--- src/rtl/pulse_width_meas_if.sv ---
// pulse_width_meas_if: pulse line and clear in, width measurement results out
interface pulse_width_meas_if #(parameter int CNT_W = 16);
    logic             din;
    logic             clr;
    logic [CNT_W-1:0] width_out;
    logic             width_vld;
    logic             match;
    logic             ovf;
    logic             busy;
    logic [7:0]       pulse_cnt;
    modport master (output din, clr, input width_out, width_vld, match, ovf, busy, pulse_cnt);
    modport slave (input din, clr, output width_out, width_vld, match, ovf, busy, pulse_cnt);
endinterface

--- src/rtl/pulse_width_meas.sv ---
// pulse_width_meas: synchronises din, measures each high pulse in clk cycles and reports width/match/ovf
module pulse_width_meas #(
    parameter int CNT_W   = 16,
    parameter int EXP_LEN = 10,
    parameter int TOL     = 0
) (
    input logic               clk,
    input logic               rstn,
    pulse_width_meas_if.slave io
);
    typedef enum logic [1:0] {WAIT_LOW, IDLE, MEAS} state_t;
    localparam logic [CNT_W-1:0] MAX = '1;
    localparam int LO = (EXP_LEN - TOL < 1) ? 1 : EXP_LEN - TOL;
    localparam int HI = EXP_LEN + TOL;
    state_t           state;
    logic [1:0]       sync;
    logic [1:0]       prime;
    logic             prev;
    logic             sat;
    logic [CNT_W-1:0] cnt;
    logic             s;
    logic             rise;
    logic             hit;
    assign s    = sync[1];
    assign rise = s & ~prev;
    assign hit  = ~sat & (int'(cnt) >= LO) & (int'(cnt) <= HI);
    // prime marks when s first reflects real din after reset, so a line held
    // high through reset is not mistaken for a fresh rising edge
    always_ff @(posedge clk or negedge rstn) begin
        if (!rstn) begin
            sync         <= '0;
            prime        <= '0;
            prev         <= 1'b0;
            state        <= WAIT_LOW;
            cnt          <= '0;
            sat          <= 1'b0;
            io.width_out <= '0;
            io.width_vld <= 1'b0;
            io.match     <= 1'b0;
            io.ovf       <= 1'b0;
            io.busy      <= 1'b0;
            io.pulse_cnt <= '0;
        end else begin
            sync         <= {sync[0], io.din};
            prime        <= {prime[0], 1'b1};
            prev         <= s;
            io.width_vld <= 1'b0;
            if (io.clr) begin
                state        <= WAIT_LOW;
                cnt          <= '0;
                sat          <= 1'b0;
                io.busy      <= 1'b0;
                io.pulse_cnt <= '0;
            end else begin
                case (state)
                    WAIT_LOW: if (prime[1] && !s) state <= IDLE;
                    IDLE: if (rise) begin
                        cnt     <= CNT_W'(1);
                        sat     <= 1'b0;
                        io.busy <= 1'b1;
                        state   <= MEAS;
                    end
                    MEAS: if (s) begin
                        if (cnt != MAX) cnt <= cnt + 1'b1;
                        if (cnt >= MAX - 1'b1) sat <= 1'b1;
                    end else begin
                        state        <= IDLE;
                        io.busy      <= 1'b0;
                        io.width_out <= cnt;
                        io.width_vld <= 1'b1;
                        io.ovf       <= sat;
                        io.match     <= hit;
                        if (hit) io.pulse_cnt <= io.pulse_cnt + 8'd1;
                    end
                    default: state <= WAIT_LOW;
                endcase
            end
        end
    end
endmodule
--- src/flat_wrapper.sv ---
// flat-port wrapper written by rule: the top's interface ports become plain ports
module pulse_width_meas_flat 
#(
    parameter int CNT_W   = 16,
    parameter int EXP_LEN = 10,
    parameter int TOL     = 0
)
  (clk, rstn, io_din, io_clr, io_width_out, io_width_vld, io_match, io_ovf, io_busy, io_pulse_cnt);
  pulse_width_meas_if #(.CNT_W(CNT_W)) io_i ();
  input logic clk;
  input logic rstn;
  input wire logic [$bits(io_i.din)-1:0] io_din;
  input wire logic [$bits(io_i.clr)-1:0] io_clr;
  output wire logic [$bits(io_i.width_out)-1:0] io_width_out;
  output wire logic [$bits(io_i.width_vld)-1:0] io_width_vld;
  output wire logic [$bits(io_i.match)-1:0] io_match;
  output wire logic [$bits(io_i.ovf)-1:0] io_ovf;
  output wire logic [$bits(io_i.busy)-1:0] io_busy;
  output wire logic [$bits(io_i.pulse_cnt)-1:0] io_pulse_cnt;
  assign io_i.din = io_din;
  assign io_i.clr = io_clr;
  assign io_width_out = io_i.width_out;
  assign io_width_vld = io_i.width_vld;
  assign io_match = io_i.match;
  assign io_ovf = io_i.ovf;
  assign io_busy = io_i.busy;
  assign io_pulse_cnt = io_i.pulse_cnt;
  pulse_width_meas #(.CNT_W(CNT_W), .EXP_LEN(EXP_LEN), .TOL(TOL)) u_core (.clk(clk), .rstn(rstn), .io(io_i));
endmodule
--- config.mk ---
export PLATFORM = sky130hd
export DESIGN_NAME = pulse_width_meas_flat
export DESIGN_NICKNAME = d
export VERILOG_FILES = /design/src/rtl/pulse_width_meas_if.sv /design/src/rtl/pulse_width_meas.sv /design/src/flat_wrapper.sv
export SDC_FILE = /design/constraint.sdc
export NUM_CORES = 1
export LEC_CHECK = 0
export CAP_MARGIN = 40
export CELL_PAD_IN_SITES_DETAIL_PLACEMENT = 1
export CELL_PAD_IN_SITES_GLOBAL_PLACEMENT = 1
export CORE_MARGIN = 2
export CORE_UTILIZATION = 47
export CTS_CLUSTER_DIAMETER = 30
export DETAILED_ROUTE_END_ITERATION = 16
export PLACE_DENSITY = 0.91
export SETUP_SLACK_MARGIN = 0.02
export SLEW_MARGIN = 5
export SYNTH_ARGS = -nofsm -noshare
export SYNTH_HDL_FRONTEND = slang
export SYNTH_SLANG_ARGS = --single-unit
--- constraint.sdc ---
create_clock -name clk -period 3.28 [get_ports clk]
set_input_delay 0.656 -clock clk [delete_from_list [all_inputs] [get_ports clk]]
set_output_delay 0.656 -clock clk [all_outputs]
set_load 0.02 [all_outputs]
== Yosys cells after proc, flatten, opt, wreduce, memory -nomap -nowiden ==
Index checks and enable logic that the tools add are counted.

* Bits of input ports: 4
* Word-level logic and storage cells: 72
* Bits in registers: 52
* Output and inout port bits: 28

* Equality and inequality tests: 10
* $add $sub $neg: 2
* $lt $le $gt $ge: 3
* Bitwise gates (word level): 7
* Reductions and logical operators: 12
* Mux-type cells: 26

{| class="wikitable"
|+ Operators with widths
! operator !! number
|-
| $mux 16 || 4
|-
| $mux 8 || 4
|-
| $pmux 16 s2 || 1
|-
| $add 16x1->16 const B || 1
|-
| $ge 16x16->1 const B || 1
|-
| $ge 16x4->1 const B || 1
|-
| $le 16x4->1 const B || 1
|-
| $ne 16x16->1 const B || 1
|-
| $ne 3x2->1 const B || 5
|-
| $reduce_and 3->1 || 4
|-
| $mux 1 || 10
|-
| $add 8x1->8 const B || 1
|-
| $mux 2 || 4
|-
| $reduce_and 4->1 || 2
|-
| $pmux 2 s3 || 1
|-
| $not 1->1 || 4
|-
| $pmux 1 s2 || 2
|-
| $reduce_bool 2->1 || 2
|-
| $and 1x1->1 || 3
|-
| $ne 3x3->1 const B || 1
|-
| $reduce_bool 3->1 || 1
|-
| $eq 2x1->1 const B || 1
|-
| $eq 2x2->1 const B || 1
|-
| $logic_not 2->1 || 1
|-
| other kinds (3) || 3
|}

== Depth between registers and ports, before layout ==
* Depth in word-level cells: 7
* Gate-level depth with buffers: 8
* Mapped depth without buffers: 5

== Worst setup path before layout ==
OpenSTA, ideal clock, no wires.

* Kind: input port to flip-flop
* Start: input port io_clr
* End: register u_core.cnt[12]
* Required time: 3,202 ps
* Arrival time: 1,999 ps
* Library setup time: 78 ps
* Buffers on the path: 3
* Slack: 1,203 ps
* Cell stages on the path: 8
* Path through: buf_2 > nor3b_2 > and4_1 > buf_4 > a21o_1 > buf_4 > or3_1 > a21oi_1

* Cells in the longest elaborated chain, start to end: 2
* Elaborated cells between the ends (all ways): 6
* Classes of those cells: eq/ne: 3; mux: 1; reduce/logical: 2

{| class="wikitable"
|+ Ends and longest elaborated chain
! what !! RTL line !! RTL
|-
| start: declaration || flat_wrapper.sv:13 || <nowiki>input wire logic [$bits(io_i.clr)-1:0] io_clr;</nowiki>
|-
| $ne 3x2->1 (no line) or $reduce_bool 3->1 (tied branches) || -- ||
|-
| $reduce_and 4->1 (no line) || -- ||
|-
| end signal: assignment || pulse_width_meas.sv:64 || <nowiki>if (cnt != MAX) cnt <= cnt + 1'b1;</nowiki>
|-
| end: declaration || pulse_width_meas.sv:20 || <nowiki>logic [CNT_W-1:0] cnt;</nowiki>
|}

Parallel ways exist; a longest one is shown, timed or not.
A chain may end at the register's enable or synchronous reset.

== Worst setup path after layout ==
* Start: input port io_clr
* End: register u_core.cnt[0]

The elaborated chain is that of the path after synthesis.

==> flow_metrics.env <==
export IMPL_status="complete, no violations"
export IMPL_dieWidth_um=76.84
export IMPL_seq_area_frac_synth_pct=52.18
export IMPL_synth_seq_cells=52
export IMPL_layout_area_overhead_vs_synth_pct=19.62
export IMPL_drtIter0Drc=69
export IMPL_core_um2=5107
export IMPL_fin_skew_ps=9.517
export IMPL_nNetsFinal=262
export IMPL_crit_required_ps=3490
export IMPL_total_power_mw=1.200
export IMPL_netlist_area_um2=2494
export IMPL_dieArea_um2=5904
export IMPL_grt_pass1_vias=1935
export IMPL_grt_use_met2_pct=35.70
export IMPL_slew_viol_final=0
export IMPL_min_period_ps=2580
export IMPL_rows=26
export IMPL_p_per_area_nw_per_um2=402.4
export IMPL_fmax_mhz=387.5
export IMPL_pre_cts_slack_ps=380.0
export IMPL_holdCritPathClass="primary input to async pin"
export IMPL_pin_count=32
export IMPL_track_usage_pct=20.97
export IMPL_setup_viol=0
export IMPL_via_per_inst=5.690
export IMPL_slowest_stage="clkdlybuf4s50_1"
export IMPL_die_h_um=76.84
export IMPL_syn_avg_cell_area_um2=11.13
export IMPL_ant_nets=0
export IMPL_rsz0062_at_grt="no"
export IMPL_layout_cells_most_common_list="dfrtp_1 (52), clkdlybuf4s50_1 (30), nor2_1 (24), mux2_2 (19), xnor2_1 (12)"
export IMPL_ys_warn_count=0
export IMPL_tightest_slew_ps=934.2
export IMPL_max_cap_violations=0
export IMPL_synth_nets=231
export IMPL_worst_r2r_setup_slack_ps=1060
export IMPL_clockRootBuffer="clkbuf_8"
export IMPL_hold_viol_final=0
export IMPL_cts_made_buffers=5
export IMPL_initial_utilization_pct=48.82
export IMPL_routabilityCongestion=0.8476
export IMPL_synthArstFlopShare_pct=100.0
export IMPL_crit_path_end_kind="register"
export IMPL_grt_max_degree=30
export IMPL_hold_buffers=0
export IMPL_clk_pin_slew_ps=90
export IMPL_dp_hpwl_mm=4.048
export IMPL_grt_busiest_layer="met2"
export IMPL_layout_drive_gt1_share_pct=16.02
export IMPL_drtPass1Iterations=4
export IMPL_clock_latency_ps=310
export IMPL_synth_edff_count=0
export IMPL_port_buffers=31
export IMPL_antenna_found_initial=0
export IMPL_syn_inst=224
export IMPL_cts_setup_buffers=0
export IMPL_drc=0
export IMPL_totalWireLength_mm=5.674
export IMPL_p_leak_nw=1.261
export IMPL_htreeDepth=2
export IMPL_path_max_fanout=11
export IMPL_max_slew_margin_pct=37.49
export IMPL_cts_buffer_depth=2
export IMPL_grt_pass1_wl_mm=9.646
export IMPL_post_route_period_util_pct=78.67
export IMPL_startpoint_type="primary input"
export IMPL_via_count=1855
export IMPL_synthDistinctLibCells=47
export IMPL_slowest_delay_ps=600
export IMPL_setup_ws_ps=699.6
export IMPL_path_cells="clkdlybuf4s50_1, nor3b_2, and4_1, a21o_1, mux2_2"
export IMPL_met3_usage_pct=5.059
export IMPL_cts_sinks=52
export IMPL_synthFlopType="dfrtp_1"
export IMPL_final_common_cell="dfrtp_1"
export IMPL_n_antenna_cell=0
export IMPL_gr_total_overflow=0
export IMPL_met1_usage_pct=25.66
export IMPL_post_drt_wl_per_cell_um=17.40
export IMPL_cts_tree="built"
export IMPL_criticalPathCategory="primary input to register"
export IMPL_setup_tns_ps=0
export IMPL_irDropWorstVdd_uv=241.4
export IMPL_critPathArrivalTime_ps=2790
export IMPL_ctsResizeCount=0
[routing by layer]
layer | part of all wire (%) | wire length (µm)
met1 | 44 | 2485
met2 | 51 | 2873
met3 | 3.8 | 213
met4 | 1.8 | 102
met5 | 0 | 0
[stage by stage]
step / hold slack, ps / cells / utilization, % / area (µm²)
floorplan: 331.2 / 224 / - / 2494
global placement: 331.6 / 318 / 55.93 / 2856
detailed placement: 336.3 / 318 / 55.93 / 2856
CTS: 357.9 / 326 / 58.40 / 2983
global route: 382.2 / 326 / 58.40 / 2983
finish: 357.7 / 326 / 58.40 / 2983
[worst max-delay path, delay by kind of cell]
family	cells	cell delay [ps]
buf+inv	1	600
compound gates	1	350
mux	1	370
simple gates	2	800
[worst paths after layout]
kind	from	to	depth (start not counted)
max	io_clr	u_core.cnt[0]$_DFFE_PN0P_	5
min	rstn	u_core.cnt[14]$_DFFE_PN0P_	1
max reg2reg	u_core.cnt[1]$_DFFE_PN0P_	u_core.cnt[0]$_DFFE_PN0P_	4
min reg2reg	u_core.sync[0]$_DFF_PN0_	u_core.sync[1]$_DFF_PN0_	0
max in group asynchronous	rstn	u_core.sat$_DFFE_PN0P_	2
min in group clk	u_core.sync[0]$_DFF_PN0_	u_core.sync[1]$_DFF_PN0_	0
[kinds of logic after synthesis]
kind of cell | Yosys count | share of synthesized area, %
AND/OR/NAND/NOR | 87 | 20.67
XOR/XNOR | 12 | 4.215
buffers and inverters | 15 | 2.860
adder cells (fa/ha/maj) | 3 | 1.505
other | 1 | 0.1504
AO/OA/AOI/OAI | 34 | 9.434
multiplexers | 20 | 8.982
flip-flops | 52 | 52.18
[Yosys cell counts, types with 2 or more instances]
master / number / share of area (%)
or3_1: 4 / 1.0
nand3_1: 8 / 1.6
buf_4: 3 / 0.90
buf_2: 3 / 0.60
ha_1: 3 / 1.5
nor3_1: 3 / 0.60
nand2b_1: 2 / 0.50
and4_1: 4 / 1.4
inv_1: 5 / 0.75
o21ai_0: 4 / 0.80
nor4_1: 5 / 1.3
nand4b_1: 2 / 0.70
dfrtp_1: 52 / 52
o31ai_1: 3 / 0.90
mux2_2: 19 / 8.6
nor4_4: 2 / 1.7
nand4_1: 5 / 1.3
o21a_1: 2 / 0.60
nor2b_1: 2 / 0.50
clkbuf_1: 4 / 0.60
a21oi_1: 10 / 2.0
a211oi_1: 6 / 1.8
and3_1: 3 / 0.75
nor4b_1: 2 / 0.70
nor2_1: 24 / 3.6
nand2_1: 11 / 1.7
xnor2_1: 12 / 4.2
or4_1: 2 / 0.60
[state kept, by name, summed over array words and instances (netlist names)]
register	flops
u_core.cnt	16
u_core.io.width_out	16
u_core.io.busy	1
u_core.prime	2
u_core.prev	1
u_core.sync	2
u_core.io.pulse_cnt	8
u_core.sat	1
u_core.io.ovf	1
u_core.io.width_vld	1
u_core.io.match	1
u_core.state	2
[layout make-up]
cell class | count | area (µm²)
clock inverters | 1 | 30.03
fillers | 555 | 2125
repair buffers | 34 | 327.8
clock buffers | 7 | 96.34
inverters | 5 | 18.77
well taps | 70 | 87.58
flip-flops and latches | 52 | 1301
multi-input cells | 157 | 1121
[power by group]
group | internal, mW | switching (mW) | total [mW] | leakage, nW
clock network | 0.269 | 0.212 | 0.481 | 0.0645
logic | 0.0212 | 0.0372 | 0.0585 | 0.485
registers | 0.649 | 0.0110 | 0.660 | 0.711
total | 0.940 | 0.260 | 1.20 | 1.26
(Power assumes the default switching activity.)
